===== src/rtl/pathtracer_wb_bridge_pkg.sv =====
// Shared constants for the Pathtracer Wishbone bridge: channel widths,
// register offsets within the 32-byte window and STAT bit positions.
package pathtracer_pkg;

    localparam int CMD_W = 12;
    localparam int PIX_W = 24;

    localparam logic [4:0] OFS_CMD  = 5'h00;
    localparam logic [4:0] OFS_PIX  = 5'h04;
    localparam logic [4:0] OFS_STAT = 5'h08;
    localparam logic [4:0] OFS_PCNT = 5'h0C;
    localparam logic [4:0] OFS_CTRL = 5'h10;

    localparam int STAT_CMD_FULL  = 16;
    localparam int STAT_PIX_EMPTY = 17;
    localparam int STAT_CMD_OVF   = 18;
    localparam int STAT_PIX_UNF   = 19;

endpackage


===== src/rtl/pathtracer_wb_bridge_if.sv =====
// Wishbone slave bus bundle between the management SoC and the bridge.
interface pathtracer_wb_bridge_if;

    logic        wbs_cyc_i;
    logic        wbs_stb_i;
    logic        wbs_we_i;
    logic [3:0]  wbs_sel_i;
    logic [31:0] wbs_adr_i;
    logic [31:0] wbs_dat_i;
    logic        wbs_ack_o;
    logic [31:0] wbs_dat_o;

    modport slave (
        input  wbs_cyc_i, wbs_stb_i, wbs_we_i, wbs_sel_i, wbs_adr_i, wbs_dat_i,
        output wbs_ack_o, wbs_dat_o
    );

    modport master (
        output wbs_cyc_i, wbs_stb_i, wbs_we_i, wbs_sel_i, wbs_adr_i, wbs_dat_i,
        input  wbs_ack_o, wbs_dat_o
    );

endinterface


===== src/rtl/pathtracer_wb_bridge_sync_fifo.sv =====
// First-word-fall-through synchronous FIFO. Pointers carry one extra wrap
// bit so full and empty are distinguished without a separate counter.
// A push while full is accepted only if a pop happens in the same cycle.
module sync_fifo #(
    parameter int WIDTH = 8,
    parameter int DEPTH = 8
) (
    input  logic                     clk_i,
    input  logic                     rst_i,
    input  logic                     push_i,
    input  logic [WIDTH-1:0]         push_dat_i,
    input  logic                     pop_i,
    output logic [WIDTH-1:0]         head_o,
    output logic [$clog2(DEPTH):0]   count_o,
    output logic                     full_o,
    output logic                     empty_o
);

    localparam int AW = $clog2(DEPTH);

    logic [WIDTH-1:0] mem_q [DEPTH];
    logic [AW:0]      wr_ptr_q, wr_ptr_d;
    logic [AW:0]      rd_ptr_q, rd_ptr_d;
    logic             do_push, do_pop;

    assign empty_o = (wr_ptr_q == rd_ptr_q);
    assign full_o  = (wr_ptr_q[AW] != rd_ptr_q[AW]) &&
                     (wr_ptr_q[AW-1:0] == rd_ptr_q[AW-1:0]);
    assign count_o = wr_ptr_q - rd_ptr_q;
    assign head_o  = mem_q[rd_ptr_q[AW-1:0]];

    assign do_pop  = pop_i & ~empty_o;
    assign do_push = push_i & (~full_o | do_pop);

    // Next pointer values from the qualified push/pop strobes.
    always_comb begin
        wr_ptr_d = wr_ptr_q;
        rd_ptr_d = rd_ptr_q;
        if (do_push) wr_ptr_d = wr_ptr_q + (AW+1)'(1);
        if (do_pop)  rd_ptr_d = rd_ptr_q + (AW+1)'(1);
    end

    // Pointer registers; reset empties the FIFO.
    always_ff @(posedge clk_i or posedge rst_i) begin
        if (rst_i) begin
            wr_ptr_q <= '0;
            rd_ptr_q <= '0;
        end else begin
            wr_ptr_q <= wr_ptr_d;
            rd_ptr_q <= rd_ptr_d;
        end
    end

    // Storage array; contents are don't-care until written.
    always_ff @(posedge clk_i) begin
        if (do_push) mem_q[wr_ptr_q[AW-1:0]] <= push_dat_i;
    end

endmodule


===== src/rtl/pathtracer_wb_bridge.sv =====
// Wishbone slave bridge: CPU-written commands are queued and streamed to the
// Pathtracer input channel; Pathtracer pixels are queued for the CPU to read.
module pathtracer_wb_bridge
    import pathtracer_pkg::*;
#(
    parameter logic [31:0] BASE_ADDR = 32'h3000_0000,
    parameter int          CMD_DEPTH = 8,
    parameter int          PIX_DEPTH = 16
) (
    input  logic                  wb_clk_i,
    input  logic                  wb_rst_i,
    pathtracer_wb_bridge_if.slave wb,
    output logic [CMD_W-1:0]      pt_in_dat,
    output logic                  pt_in_vld,
    input  logic                  pt_in_rdy,
    input  logic [PIX_W-1:0]      pt_px_dat,
    input  logic                  pt_px_vld,
    output logic                  pt_px_rdy,
    output logic                  irq
);

    localparam int CAW = $clog2(CMD_DEPTH);
    localparam int PAW = $clog2(PIX_DEPTH);

    logic             ack_q, ack_d;
    logic [31:0]      dat_q, dat_d;
    logic             cmd_ovf_q, cmd_ovf_d;
    logic             pix_unf_q, pix_unf_d;
    logic [31:0]      pcnt_q, pcnt_d;
    logic             irq_en_q, irq_en_d;
    logic             irq_q, irq_d;

    logic             req, in_win;
    logic [4:0]       ofs;
    logic             wr_cmd, rd_pix, wr_stat, wr_pcnt, wr_ctrl;
    logic             cmd_push, cmd_pop, pix_push, pix_pop;
    logic [CMD_W-1:0] cmd_head;
    logic [PIX_W-1:0] pix_head;
    logic [CAW:0]     cmd_count;
    logic [PAW:0]     pix_count;
    logic             cmd_full, cmd_empty, pix_full, pix_empty;
    logic [31:0]      stat_word;
    logic [31:0]      rdata;
    logic             unused_bits;

    // Requests are blocked during the ack cycle so a held strobe runs once.
    assign req    = wb.wbs_cyc_i & wb.wbs_stb_i & ~ack_q;
    assign in_win = (wb.wbs_adr_i[31:5] == BASE_ADDR[31:5]);
    assign ofs    = wb.wbs_adr_i[4:0];

    assign wr_cmd  = req & in_win &  wb.wbs_we_i & (ofs == OFS_CMD);
    assign rd_pix  = req & in_win & ~wb.wbs_we_i & (ofs == OFS_PIX);
    assign wr_stat = req & in_win &  wb.wbs_we_i & (ofs == OFS_STAT);
    assign wr_pcnt = req & in_win &  wb.wbs_we_i & (ofs == OFS_PCNT);
    assign wr_ctrl = req & in_win &  wb.wbs_we_i & (ofs == OFS_CTRL);

    // Full is judged on the registered state, so a write racing a drain is dropped.
    assign cmd_push = wr_cmd & ~cmd_full;
    assign cmd_pop  = pt_in_vld & pt_in_rdy;
    assign pix_push = pt_px_vld & pt_px_rdy;
    assign pix_pop  = rd_pix & ~pix_empty;

    assign pt_in_vld = ~cmd_empty;
    assign pt_in_dat = cmd_empty ? '0 : cmd_head;
    assign pt_px_rdy = ~pix_full & ~wb_rst_i;
    assign irq       = irq_q;

    assign wb.wbs_ack_o = ack_q;
    assign wb.wbs_dat_o = dat_q;

    assign unused_bits = &{1'b0, wb.wbs_sel_i, wb.wbs_dat_i};

    sync_fifo #(.WIDTH(CMD_W), .DEPTH(CMD_DEPTH)) u_cmd_fifo (
        .clk_i      (wb_clk_i),
        .rst_i      (wb_rst_i),
        .push_i     (cmd_push),
        .push_dat_i (wb.wbs_dat_i[CMD_W-1:0]),
        .pop_i      (cmd_pop),
        .head_o     (cmd_head),
        .count_o    (cmd_count),
        .full_o     (cmd_full),
        .empty_o    (cmd_empty)
    );

    sync_fifo #(.WIDTH(PIX_W), .DEPTH(PIX_DEPTH)) u_pix_fifo (
        .clk_i      (wb_clk_i),
        .rst_i      (wb_rst_i),
        .push_i     (pix_push),
        .push_dat_i (pt_px_dat),
        .pop_i      (pix_pop),
        .head_o     (pix_head),
        .count_o    (pix_count),
        .full_o     (pix_full),
        .empty_o    (pix_empty)
    );

    assign stat_word = {12'd0, pix_unf_q, cmd_ovf_q, pix_empty, cmd_full,
                        8'(pix_count), 8'(cmd_count)};

    // Read mux: snapshot of the register taken at the request sample edge.
    always_comb begin
        rdata = '0;
        if (in_win && !wb.wbs_we_i) begin
            case (ofs)
                OFS_PIX:  rdata = pix_empty ? 32'd0 : {1'b1, 7'd0, pix_head};
                OFS_STAT: rdata = stat_word;
                OFS_PCNT: rdata = pcnt_q;
                OFS_CTRL: rdata = {31'd0, irq_en_q};
                default:  rdata = '0;
            endcase
        end
    end

    // Next-state for bus response, sticky flags, pixel counter and control.
    always_comb begin
        ack_d     = req;
        dat_d     = req ? rdata : 32'd0;
        cmd_ovf_d = cmd_ovf_q;
        pix_unf_d = pix_unf_q;
        pcnt_d    = pcnt_q;
        irq_en_d  = irq_en_q;

        if (wr_stat && wb.wbs_dat_i[STAT_CMD_OVF]) cmd_ovf_d = 1'b0;
        if (wr_stat && wb.wbs_dat_i[STAT_PIX_UNF]) pix_unf_d = 1'b0;
        if (wr_cmd && cmd_full)                    cmd_ovf_d = 1'b1;
        if (rd_pix && pix_empty)                   pix_unf_d = 1'b1;

        if (wr_pcnt)       pcnt_d = 32'd0;
        else if (pix_push) pcnt_d = pcnt_q + 32'd1;

        if (wr_ctrl) irq_en_d = wb.wbs_dat_i[0];

        irq_d = irq_en_q & ~pix_empty;
    end

    // State registers, all cleared by the asynchronous reset.
    always_ff @(posedge wb_clk_i or posedge wb_rst_i) begin
        if (wb_rst_i) begin
            ack_q     <= 1'b0;
            dat_q     <= 32'd0;
            cmd_ovf_q <= 1'b0;
            pix_unf_q <= 1'b0;
            pcnt_q    <= 32'd0;
            irq_en_q  <= 1'b0;
            irq_q     <= 1'b0;
        end else begin
            ack_q     <= ack_d;
            dat_q     <= dat_d;
            cmd_ovf_q <= cmd_ovf_d;
            pix_unf_q <= pix_unf_d;
            pcnt_q    <= pcnt_d;
            irq_en_q  <= irq_en_d;
            irq_q     <= irq_d;
        end
    end

endmodule


===== src/flat_wrapper.sv =====
// flat-port wrapper written by rule: the top's interface ports become plain ports
module pathtracer_wb_bridge_flat import pathtracer_pkg::*;
#(
    parameter logic [31:0] BASE_ADDR = 32'h3000_0000,
    parameter int          CMD_DEPTH = 8,
    parameter int          PIX_DEPTH = 16
)
  (wb_clk_i, wb_rst_i, pt_in_dat, pt_in_vld, pt_in_rdy, pt_px_dat, pt_px_vld, pt_px_rdy, irq, wb_wbs_cyc_i, wb_wbs_stb_i, wb_wbs_we_i, wb_wbs_sel_i, wb_wbs_adr_i, wb_wbs_dat_i, wb_wbs_ack_o, wb_wbs_dat_o);
  pathtracer_wb_bridge_if wb_i ();
  input  logic wb_clk_i;
  input  logic wb_rst_i;
  output logic [CMD_W-1:0] pt_in_dat;
  output logic pt_in_vld;
  input  logic pt_in_rdy;
  input  logic [PIX_W-1:0] pt_px_dat;
  input  logic pt_px_vld;
  output logic pt_px_rdy;
  output logic irq;
  input wire logic [$bits(wb_i.wbs_cyc_i)-1:0] wb_wbs_cyc_i;
  input wire logic [$bits(wb_i.wbs_stb_i)-1:0] wb_wbs_stb_i;
  input wire logic [$bits(wb_i.wbs_we_i)-1:0] wb_wbs_we_i;
  input wire logic [$bits(wb_i.wbs_sel_i)-1:0] wb_wbs_sel_i;
  input wire logic [$bits(wb_i.wbs_adr_i)-1:0] wb_wbs_adr_i;
  input wire logic [$bits(wb_i.wbs_dat_i)-1:0] wb_wbs_dat_i;
  output wire logic [$bits(wb_i.wbs_ack_o)-1:0] wb_wbs_ack_o;
  output wire logic [$bits(wb_i.wbs_dat_o)-1:0] wb_wbs_dat_o;
  assign wb_i.wbs_cyc_i = wb_wbs_cyc_i;
  assign wb_i.wbs_stb_i = wb_wbs_stb_i;
  assign wb_i.wbs_we_i = wb_wbs_we_i;
  assign wb_i.wbs_sel_i = wb_wbs_sel_i;
  assign wb_i.wbs_adr_i = wb_wbs_adr_i;
  assign wb_i.wbs_dat_i = wb_wbs_dat_i;
  assign wb_wbs_ack_o = wb_i.wbs_ack_o;
  assign wb_wbs_dat_o = wb_i.wbs_dat_o;
  pathtracer_wb_bridge #(.BASE_ADDR(BASE_ADDR), .CMD_DEPTH(CMD_DEPTH), .PIX_DEPTH(PIX_DEPTH)) u_core (.wb_clk_i(wb_clk_i), .wb_rst_i(wb_rst_i), .wb(wb_i), .pt_in_dat(pt_in_dat), .pt_in_vld(pt_in_vld), .pt_in_rdy(pt_in_rdy), .pt_px_dat(pt_px_dat), .pt_px_vld(pt_px_vld), .pt_px_rdy(pt_px_rdy), .irq(irq));
endmodule

===== config.mk =====
export PLATFORM = sky130hd
export DESIGN_NAME = pathtracer_wb_bridge_flat
export DESIGN_NICKNAME = d
export VERILOG_FILES = /design/src/rtl/pathtracer_wb_bridge_pkg.sv /design/src/rtl/pathtracer_wb_bridge_if.sv /design/src/rtl/pathtracer_wb_bridge_sync_fifo.sv /design/src/rtl/pathtracer_wb_bridge.sv /design/src/flat_wrapper.sv
export SDC_FILE = /design/constraint.sdc
export NUM_CORES = 1
export LEC_CHECK = 0
export ABC_CLOCK_PERIOD_IN_PS = 6030
export BUFFER_PORTS_ARGS = -buffer_cell sky130_fd_sc_hd__buf_2
export CAP_MARGIN = 10
export CORE_ASPECT_RATIO = 2
export CORE_MARGIN = 3
export CORE_UTILIZATION = 29
export CTS_BUF_LIST = sky130_fd_sc_hd__clkbuf_8
export DETAILED_ROUTE_END_ITERATION = 10
export HOLD_SLACK_MARGIN = 0.15
export PLACE_DENSITY = 0.41
export SYNTH_ARGS = -nofsm -noshare
export SYNTH_HDL_FRONTEND = slang
export SYNTH_SLANG_ARGS = --single-unit

===== constraint.sdc =====
create_clock -name wb_clk_i -period 6.03 [get_ports wb_clk_i]
set_clock_uncertainty 0.2 [all_clocks]
set_input_delay 0.603 -clock wb_clk_i [delete_from_list [all_inputs] [get_ports wb_clk_i]]
set_output_delay 0.603 -clock wb_clk_i [all_outputs]
set_load 0.02 [all_outputs]

# [Yosys cells after proc, flatten, opt, wreduce, memory -nomap -nowiden]
# Memory sizes are Yosys's and may differ from the RTL's.
# Cells that the tools add are included.
[word_totals] register_bits=87 latchBits=0 mem_bits_rw=480 rom_bits=0 output_inout_bits=48 memories=2
[op_classes] addsub=7 n_mul=0 n_div=0 n_lt_le_gt_ge=0 eq_ne=11 shifts=0 mux=15 bitwise_logic=29 reduce_logical=12
[mem_list] name="u_core.u_pix_fifo.mem_q" depth=16 width=24 rd=1 rd_clocked_by_memory_dff=0 write_ports=1 line_no="pathtracer_wb_bridge_sync_fifo.sv:21" rtl="logic [WIDTH-1:0] mem_q [DEPTH];"
[mem_list] name="u_core.u_cmd_fifo.mem_q" depth=8 width=12 rd=1 rd_clocked_by_memory_dff=0 write_ports=1 line_no="pathtracer_wb_bridge_sync_fifo.sv:21"
[op_table] cell="$mux 32" count=5
[op_table] cell="$pmux 32 s4" count=1
[op_table] cell="$add 32x1->32 const B" count=1
[op_table] cell="$eq 27x25->1 const B" count=1
[op_table] cell="$and 1x1->1" count=20
[op_table] cell="$mux 12" count=1
[op_table] cell="$add 5x1->5 const B" count=2
[op_table] cell="$eq 5x4->1 const B" count=2
[op_table] cell="$add 4x1->4 const B" count=2
[op_table] cell="$eq 4x4->1" count=2
[op_table] cell="$mux 1" count=8
[op_table] cell="$logic_and 1x1->1" count=7
[op_table] cell="$not 1->1" count=7
[op_table] cell="$reduce_bool 2->1" count=3
[op_table] cell="$eq 5x3->1 const B" count=1
[op_table] cell="$eq 5x5->1" count=1
[op_table] cell="$eq 5x5->1 const B" count=1
[op_table] cell="$logic_not 5->1" count=1
[op_table] cell="$sub 5x5->5" count=1
[op_table] cell="$sub 4x4->4" count=1
[op_table] cell="$eq 3x3->1" count=1
[op_table] cell="$ne 1x1->1" count=2
[op_table] cell="$or 1x1->1" count=2
[op_table] cell="$logic_not 1->1" count=1

# [Logic depth before layout (Yosys ltp)]
# Gate-level depths: netlist of the first run.
[logic_depth] word_depth=11 mapped_depth=11 depth_no_buf=8

# [By module]
# From an unflattened synthesis of the first run, not the netlist that was laid out.
[hier_totals] hier_cells=1312 area_unflattened_um2=23047.1
[by_module_without_submodules] mod="sync_fifo (u_core.u_pix_fifo)" n_inst=1 cells_per_inst=725 area_per_inst_um2=15409.8 seq_area_each_um2=11781.3
[by_module_without_submodules] mod="sync_fifo (u_core.u_cmd_fifo)" n_inst=1 cells_per_inst=224 area_per_inst_um2=4179.0 seq_area_each_um2=3083.0
[by_module_without_submodules] mod="pathtracer_wb_bridge" n_inst=1 cells_per_inst=363 area_per_inst_um2=3458.3 seq_area_each_um2=1726.7

# [Least setup slack after synthesis of the first run]
# OpenSTA, ideal clock, no wires.
[synth_timing] path_type="input to register" start="input port wb_rst_i" end="memory u_core.u_pix_fifo.mem_q[3][0] (netlist bit) (enable)" setup_time_ns=0.435 t_arrival_ns=4.927 t_required_ns=5.395 setup_slack_ns=0.468 path_stages=3 cell_sequence="inv_1 -> o2111ai_1 -> nor3_1"
[synth_between] elab_chain_cells=6
[synth_lines] element="start, declared" line_no="flat_wrapper.sv:11" rtl="input logic wb_rst_i;"
[synth_lines] element="$not 1->1" line_no="pathtracer_wb_bridge.sv:65" rtl="assign pt_px_rdy = ~pix_full & ~wb_rst_i;"
[synth_lines] element="$and 1x1->1" line_no="pathtracer_wb_bridge.sv:65"
[synth_lines] element="$and 1x1->1" line_no="pathtracer_wb_bridge.sv:60" rtl="assign pix_push = pt_px_vld & pt_px_rdy;"
[synth_lines] element="$and 1x1->1" line_no="pathtracer_wb_bridge_sync_fifo.sv:33" rtl="assign do_push = push_i & (~full_o | do_pop);"
[synth_lines] element="$mux 1" line_no="pathtracer_wb_bridge_sync_fifo.sv:56" rtl="if (do_push) mem_q[wr_ptr_q[AW-1:0]] <= push_dat_i;"
[synth_lines] element="$mux 1 (implied by the code)" line_no="pathtracer_wb_bridge_sync_fifo.sv:56"
[synth_lines] element="end, declared" line_no="pathtracer_wb_bridge_sync_fifo.sv:21"
# Every way passes these cells.

# [Final worst setup path of the first run]
[layout_timing] start="register u_core.u_cmd_fifo.rd_ptr_q[2]" end="output port pt_in_vld"
[layout_between] elab_chain_cells=2
[layout_lines] element="start, declared" line_no="pathtracer_wb_bridge_sync_fifo.sv:23" rtl="logic [AW:0] rd_ptr_q, rd_ptr_d;"
[layout_lines] element="start signal, assigned" line_no="pathtracer_wb_bridge_sync_fifo.sv:50" rtl="rd_ptr_q <= rd_ptr_d;"
[layout_lines] element="$eq 4x4->1" line_no="pathtracer_wb_bridge_sync_fifo.sv:26" rtl="assign empty_o = (wr_ptr_q == rd_ptr_q);"
[layout_lines] element="$not 1->1" line_no="pathtracer_wb_bridge.sv:63" rtl="assign pt_in_vld = ~cmd_empty;"
[layout_lines] element="end, declared" line_no="flat_wrapper.sv:13" rtl="output logic pt_in_vld;"
# Every way passes these cells.

==> run_results.csv, run 1 <==
group,metric,value,unit
logic_synthesis,ys_ff_latch,567,
global_route,grt_pass1_wl,93.9,mm
timing,rsz0062_at_grt,"no",
logic_synthesis,syn_nets,1403,
timing,relSlewSlack,0.271,
floorplan,die_x,206,um
timing,setup_viol,0,
worst_setup_path,worst_path_most_repeated_cell,"inv_1",
cts,cts_hold_buf,43,
routing,first_pass_iters,5,
cts,htreeDepth,3,
cts,path_clk_slew,60,ps
worst_setup_path,worstSetupPathType,"reg2out",
final_layout,fin_area,27200,um2
logic_synthesis,synth_top_area_share,0.623,
job,cap_viol_max_count,0,
final_layout,final_cell_mix,"edfxtp_1, buf_2, mux4_2",
logic_synthesis,synth_cells,1287,
outcome,outcome,"finished, final reports clean",
placement,io_buffers,124,
worst_setup_path,crit_path_start,"u_core.u_cmd_fifo.rd_ptr_q[2]",
cts,cts_tree,"yes",
cts,post-cts-setup-buffer-count,0,
logic_synthesis,synth_area,23100,um2
timing,finalCritPeriodShare,0.691,
logic_synthesis,synth_xor_xnor_area_share,0.00973,
logic_synthesis,synth_warnings,0,
pwr,total_power,8.83,mW
global_route,grt_overflow,0,
pwr,irDropWorstVdd,0.136,mV
floorplan,die-height,405,um
logic_synthesis,synth-edff-count,480,
cts,cts_buffers,84,
timing,clock.fmax,240,MHz
cts,clock_sinks,567,
routing,viasPerCell,4.88,
timing,slew_viol_final,0,
floorplan,io_pins,147,
logic_synthesis,synth_top_family_by_area,"multiplexers",
final_layout,multi_input_area,6260,um2
final_layout,num-fill-cells,7456,
timing,worstMarginPinSlew,1090,ps
placement,placed_area,25200,um2
logic_synthesis,synth.area.mux_share,0.117,
worst_setup_path,critPathLaunchType,"flop",
cts,clk_root_buffer_cell,"clkbuf_8",
pwr,power_density,324,nW/um2
routing,drt-initial-drc-count,756,
worst_setup_path,arrival,3370,ps
logic_synthesis,seq_area_frac_synth,0.717,
cts,clk_latency,700,ps
worst_setup_path,max_stage_delay,800,ps
floorplan,rows,145,
logic_synthesis,async_reset_ff_frac,0.153,
logic_synthesis,ys_types,76,
worst_setup_path,worstReg2RegStart,"u_core.u_pix_fifo.rd_ptr_q[3]",
logic_synthesis,yosys.area_share.simple,0.0700,
global_route,antenna_found_initial,3,
placement,gp_congestion,0.767,
final_layout,area_delta_synth_final,17.8,%
worst_hold_path,min_path_type,"in2reg",
timing,hold_viol,0,
timing,setup-tns-final,0,ps
final_layout,final_common_cell,"edfxtp_1",
logic_synthesis,yosysTopAreaCell,"edfxtp_1",
placement,hpwlAfterDp,41.2,mm
logic_synthesis,syn_avg_cell_area,18.0,um2
worst_setup_path,worst_path_max_delay_cell,"dfrtp_1",
final_layout,final_nets,1620,
logic_synthesis,synth-compound-area-share,0.0583,
cts,cts_resized,0,
cts,cts_buffer_depth,3,
logic_synthesis,synth_adder_area_share,0.00984,
routing,antenna_left,0,
logic_synthesis,yosys_most_used_dff,"edfxtp_1",
worst_setup_path,worstPathRequired,5230,ps
floorplan,initial_core_util,0.295,
worst_setup_path,crit_chain,"inv_1 > ha_1 > nand3_1 > nor2_1 > buf_4 > inv_1 > buf_2",
timing,period_needed,4170,ps
global_route,grt_max_degree,69,
routing,wl,64.2,mm
final_layout,regArea,16600,um2
final_layout,drive_gt1_frac,0.287,
floorplan,dieArea,83400,um2
logic_synthesis,synth_area_leaders,"edfxtp_1, mux4_2, dfrtp_1, nand2_1, a21oi_1",
floorplan,core-area,78600,um2
worst_setup_path,cp_max_fo,15,
worst_setup_path,critPathCaptureType,"output port",
global_route,track_usage,0.155,
global_route,grt_pass1_vias,14000,
routing,drc,0,
pwr,cellLeakagePower,9.36,nW
routing,num_vias,12700,
worst_hold_path,worstHoldStart,"wb_wbs_adr_i[1]",
routing,wl_per_cell,24.7,um
==> cells in the mapped netlist, drive strengths merged (11+ instances only) <==
cell / instances
a22oi: 20
mux2: 14
or4: 19
a22o: 20
buf: 51
and3: 13
mux2i: 19
clkbuf: 20
and2: 12
edfxtp: 480
nor2: 36
mux4: 105
o21ai: 11
dfrtp: 87
nand2: 79
nand3: 18
nand4: 12
ha: 15
a21oi: 60
inv: 18
xor2: 12
nor3: 14
o31ai: 20
o31a: 13
xnor2: 12
nor4: 18
==> cells by family (layout without fill, tap and decap cells) <==
kind of cell,after synthesis,after routing
AOI/OAI and AO/OA,186,186
xor gates and xnor gates,24,24
adders and majority gates,17,17
buffers and inverters,90,377
DFF,567,567
muxes,138,138
other,0,2
and+or+nand+nor,265,265
==> metal layers <==
layer  part of all wire  vias to the layer above  track usage
met5            0.00020                        -            0
met1               0.38                     6647        0.171
met2               0.55                      305        0.289
met4              0.037                        2       0.0618
met3              0.041                       93       0.0294
li1                   -                     5664            -
==> worst max-delay path: cells and delay by family, from the launching register on <==
kind	cells	cell delay [ps]
AND/OR/NAND/NOR	2	330
buffers and inverters	4	1040
adder cells (fa/ha/maj)	1	500
flip-flops	1	800
==> metrics by stage <==
stage | utilization | instances | hold slack [ps] | setup slack (ps)
final | 0.347 | 2605 | 241 | 1860
after global routing | 0.347 | 2605 | 214 | 1640
after CTS | 0.347 | 2603 | 162 | 1700
after detailed placement | 0.321 | 2404 | 314 | 1840
after global placement | 0.321 | 2404 | 314 | 1890
after floorplan | - | 1287 | 274 | 468
==> sequential cells by signal, indices dropped and copies added (netlist names) <==
signal / cells
u_core.cmd_ovf_q: 1
u_core.irq: 1
u_core.irq_en_q: 1
u_core.pcnt_q: 32
u_core.pix_unf_q: 1
u_core.u_cmd_fifo.mem_q: 96
u_core.u_cmd_fifo.rd_ptr_q: 4
u_core.u_cmd_fifo.wr_ptr_q: 4
u_core.u_pix_fifo.mem_q: 384
u_core.u_pix_fifo.rd_ptr_q: 5
u_core.u_pix_fifo.wr_ptr_q: 5
u_core.wb.wbs_ack_o: 1
u_core.wb.wbs_dat_o: 32
==> path summary, 6_finish.rpt <==
check / endpoint / slack [ps] / cells after the start
worst max-delay path: pt_in_vld / 1860 / 7
worst min-delay path: u_core.irq_en_q / 240 / 5
worst max register to register: u_core.u_pix_fifo.mem_q[13][0] / 1890 / 7
worst min register to register: u_core.irq_en_q / 330 / 1
max in group asynchronous: u_core.wb.wbs_dat_o[20] / 4020 / 4
min in group asynchronous: u_core.wb.wbs_dat_o[18] / 310 / 3
==> final cells by class <==
cell class                 count  area share
antenna                        2    0.000184
timing repair buffer         202      0.0510
sequential                   567       0.609
tap                         1029      0.0472
multi-input combinational    630       0.230
clock inverter                69      0.0161
clock buffer                  87      0.0439
inverter                      19     0.00271
==> power by group <==
group          switching [mW]  internal (mW)
sequential              0.125           4.43
clock                    1.52           1.57
combinational           0.731          0.449
(Power assumes the default switching activity.)
==> run 2: changes to the inputs <==
--- a/config.mk
+++ b/config.mk
@@ -5,7 +5,8 @@
 export SDC_FILE = /design/constraint.sdc
 export NUM_CORES = 1
 export LEC_CHECK = 0
-export ABC_CLOCK_PERIOD_IN_PS = 6030
+export ABC_AREA = 1
+export ABC_CLOCK_PERIOD_IN_PS = 3900
 export BUFFER_PORTS_ARGS = -buffer_cell sky130_fd_sc_hd__buf_2
 export CAP_MARGIN = 10
 export CORE_ASPECT_RATIO = 2
==> constraint.sdc (replaced) <==
create_clock -name wb_clk_i -period 3.9 [get_ports wb_clk_i]
set_clock_uncertainty 0.2 [all_clocks]
set_input_delay 0.39 -clock wb_clk_i [delete_from_list [all_inputs] [get_ports wb_clk_i]]
set_output_delay 0.39 -clock wb_clk_i [all_outputs]
set_load 0.02 [all_outputs]
==> run 2 against run 1 <==
Net effect: sequential share of layout area down 4.0 points; hold slack better by 2.2 ps; clock power up 56%; non-clock buffer count up 54; design area up 7.1%; critical path depth up 5; area after synthesis up 6.0%; first-iteration DRC count up 36%; utilization up 0.18 points; register-to-register slack worse by 1300 ps; worst setup slack worse by 1700 ps.
==> run_results.csv, run 2 <==
group,metric,value,unit
cts,clk_latency,740,ps
global_route,grt_pass1_vias,17900,
pwr,irDropWorstVdd,0.257,mV
pwr,cellLeakagePower,11.3,nW
final_layout,num-fill-cells,8420,
logic_synthesis,netlist_top_cells_count,"nand2_1, edfxtp_1, nor2_1",
pwr,clkPwrFrac,0.345,
timing,setup_ws,135,ps
global_route,grt_overflow,0,
floorplan,die-height,417,um
routing,first_pass_iters,6,
pwr,pwr-share-seq,0.503,
pwr,p_comb_frac,0.152,
logic_synthesis,async_reset_ff_frac,0.153,
logic_synthesis,synth-edff-count,480,
routing,num_vias,17300,
timing,period_needed,3770,ps
logic_synthesis,synth_top_area_share,0.588,
cts,cts_tree,"yes",
floorplan,core-area,83700,um2
placement,pre_cts_slack,698,ps
logic_synthesis,yosys_most_used_dff,"edfxtp_1",
routing,antenna_left,0,
floorplan,rows,150,
logic_synthesis,synth_cells,2338,
final_layout,final_cell_mix,"nand2_1, edfxtp_1, nor2_1",
logic_synthesis,synth_area_leaders,"edfxtp_1, nand2_1, dfrtp_1, nor2_1, nand3_1",
logic_synthesis,synth_warnings,0,
pwr,total_power,13.9,mW
logic_synthesis,post-synth-top-count-cell,"nand2_1",
pwr,p_int,9.91,mW
worst_setup_path,arrival,4160,ps
timing,setup_viol,0,
timing,setup-tns-final,0,ps
worst_setup_path,crit_chain,"dlygate4sd3_1 > buf_2 > nor2_4 > dlygate4sd3_1 > nand3_1 > nor2_1 > dlygate4sd3_1 > nand4_1 > dlygate4sd3_1 > o21bai_1 > nand2_1 > dlygate4sd3_1",
final_layout,largest_register_ffs,384,
cts,cts_buffers,86,
timing,slew_viol_final,0,
global_route,grt_max_degree,125,
worst_setup_path,worst_path_most_repeated_cell,"dlygate4sd3_1",
cts,clk_root_buffer_cell,"clkbuf_8",
logic_synthesis,syn_nets,2454,
timing,relSlewSlack,0.313,
worst_setup_path,worst_path_max_delay_cell,"dlygate4sd3_1",
logic_synthesis,yosysTopAreaCell,"edfxtp_1",
final_layout,area_delta_synth_final,19.0,%
placement,placed_area,26800,um2
logic_synthesis,ys_types,41,
global_route,track_usage,0.171,
routing,wl_per_cell,20.3,um
outcome,outcome,"finished, final reports clean",
worst_setup_path,worstSetupPathType,"in2reg",
final_layout,final_nets,2693,
timing,hold_viol,0,
job,cap_viol_max_count,0,
routing,drt-initial-drc-count,1026,
worst_setup_path,critPathLaunchType,"input port",
timing,clock.fmax,266,MHz
cts,clock_sinks,567,
worst_setup_path,cp_max_fo,3,
final_layout,final_common_cell,"nand2_1",
final_layout,drive_gt1_frac,0.138,
timing,holdWs,243,ps
worst_setup_path,critPathCaptureType,"flop",
placement,io_buffers,124,
routing,viasPerCell,4.66,
worst_setup_path,cp_top_family,"buffers and inverters",
routing,wl,75.3,mm
floorplan,dieArea,88300,um2
floorplan,die_x,212,um
logic_synthesis,ys_ff_latch,567,
logic_synthesis,synth_area,24500,um2
cts,cts_buffer_depth,3,
global_route,antenna_found_initial,2,
placement,hpwlAfterDp,47.9,mm
cts,path_clk_slew,60,ps
pwr,power_density,477,nW/um2
routing,drc,0,
timing,finalCritPeriodShare,0.965,
worst_setup_path,worstPathRequired,4290,ps
floorplan,io_pins,147,
logic_synthesis,syn_avg_cell_area,10.5,um2
pwr,switching_share,0.288,
timing,rsz0062_at_grt,"yes",
cts,htreeDepth,3,
global_route,grt_pass1_wl,112,mm
worst_hold_path,min_path_type,"in2reg",
final_layout,fin_area,29200,um2
worst_setup_path,max_stage_delay,660,ps
worst_setup_path,critPathBufInv,6,
pwr,power.switching,4.01,mW
logic_synthesis,seq_area_frac_synth,0.677,
timing,worstMarginPinSlew,1030,ps
placement,gp_congestion,0.865,
floorplan,initial_core_util,0.293,
run 2: cell count changes after synthesis, moves of 20 or more:
cell	previous run	this run
o21ai_0	10	144
o31ai_1	20	0
nor2_1	36	319
nand2_1	79	704
a21oi_1	53	17
nand3_1	18	158
o22ai_1	3	24
mux4_2	105	0
inv_1	17	120
run 2: tightest hold or removal path, stage by stage:
cell and delay, ps:
buf_2 90, nor2_1 40, nand2_1 60, nor2_2 40, nand2_2 130, nor2_4 60
nand2_2 110, o21ai_0 110, nand2_1 60, inv_1 30
run 2: worst paths after layout:
| kind | slack (ps) | cells after the start | startpoint | to |
|---|---|---|---|---|
| setup / recovery | 130 | 12 | wb_wbs_adr_i[0] | u_core.u_pix_fifo.rd_ptr_q[4] |
| hold / removal | 240 | 10 | wb_wbs_adr_i[5] | u_core.irq_en_q |
| setup reg to reg | 630 | 13 | u_core.wb.wbs_ack_o | u_core.cmd_ovf_q |
| hold reg to reg | 320 | 1 | u_core.u_cmd_fifo.rd_ptr_q[3] | u_core.u_cmd_fifo.rd_ptr_q[3] |
| max in group asynchronous | 1350 | 6 | wb_rst_i | u_core.u_pix_fifo.rd_ptr_q[0] |
| min in group asynchronous | 760 | 5 | wb_rst_i | u_core.u_pix_fifo.rd_ptr_q[3] |
run 2: power groups by stage:
stage | registers, mW | logic (mW) | clock network (mW)
2_1_floorplan | 7.10 | 1.24 | 0
3_3_place_gp | 7.12 | 2.10 | 0
3_5_place_dp | 7.13 | 2.12 | 0
4_1_cts | 7.00 | 2.17 | 5.03
5_1_grt | 7.03 | 2.36 | 5.28
6_report | 7.00 | 2.11 | 4.81
run 2: area by class of cell:
cell class                 count  area, um2  share of cell area
sequential                   567      16600               0.569
multi-input combinational   1535       7090               0.243
timing repair buffer         256       2020              0.0694
tap                         1064       1330              0.0456
clock buffer                  89       1220              0.0420
inverter                     131        507              0.0174
clock inverter                68        412              0.0141
antenna                        2       5.00            0.000171
run 2: per-layer routing:
layer | share of wire | GRT usage | vias up
li1 | - | - | 8372
met1 | 0.39 | 0.187 | 8425
met2 | 0.54 | 0.322 | 379
met3 | 0.035 | 0.0278 | 130
met4 | 0.038 | 0.0720 | 0
met5 | 0 | 0 | -
run 2: repair_timing:
action | in CTS | in global routing
endpoints found under the hold margin | 566 | 0
endpoints found under the setup margin | 8 | 2
buffers inserted | 0 | 2
pin swaps | 0 | 1
hold buffers | 70 | 0
gates resized for setup | 1 | 4
run 2: cells by family after synthesis:
group | synth area share
and+or+nand+nor | 0.209
DFF | 0.677
adders and majority gates | 0.00929
AOI/OAI and AO/OA | 0.0556
buffers and inverters | 0.0414
xor gates and xnor gates | 0.00822
run 2: per-stage QoR:
stage | std cells | util
finish | 3712 | 0.349
global route | 3711 | 0.349
CTS | 3708 | 0.348
detailed placement | 3481 | 0.320
global placement | 3481 | 0.320
floorplan | 2338 | -
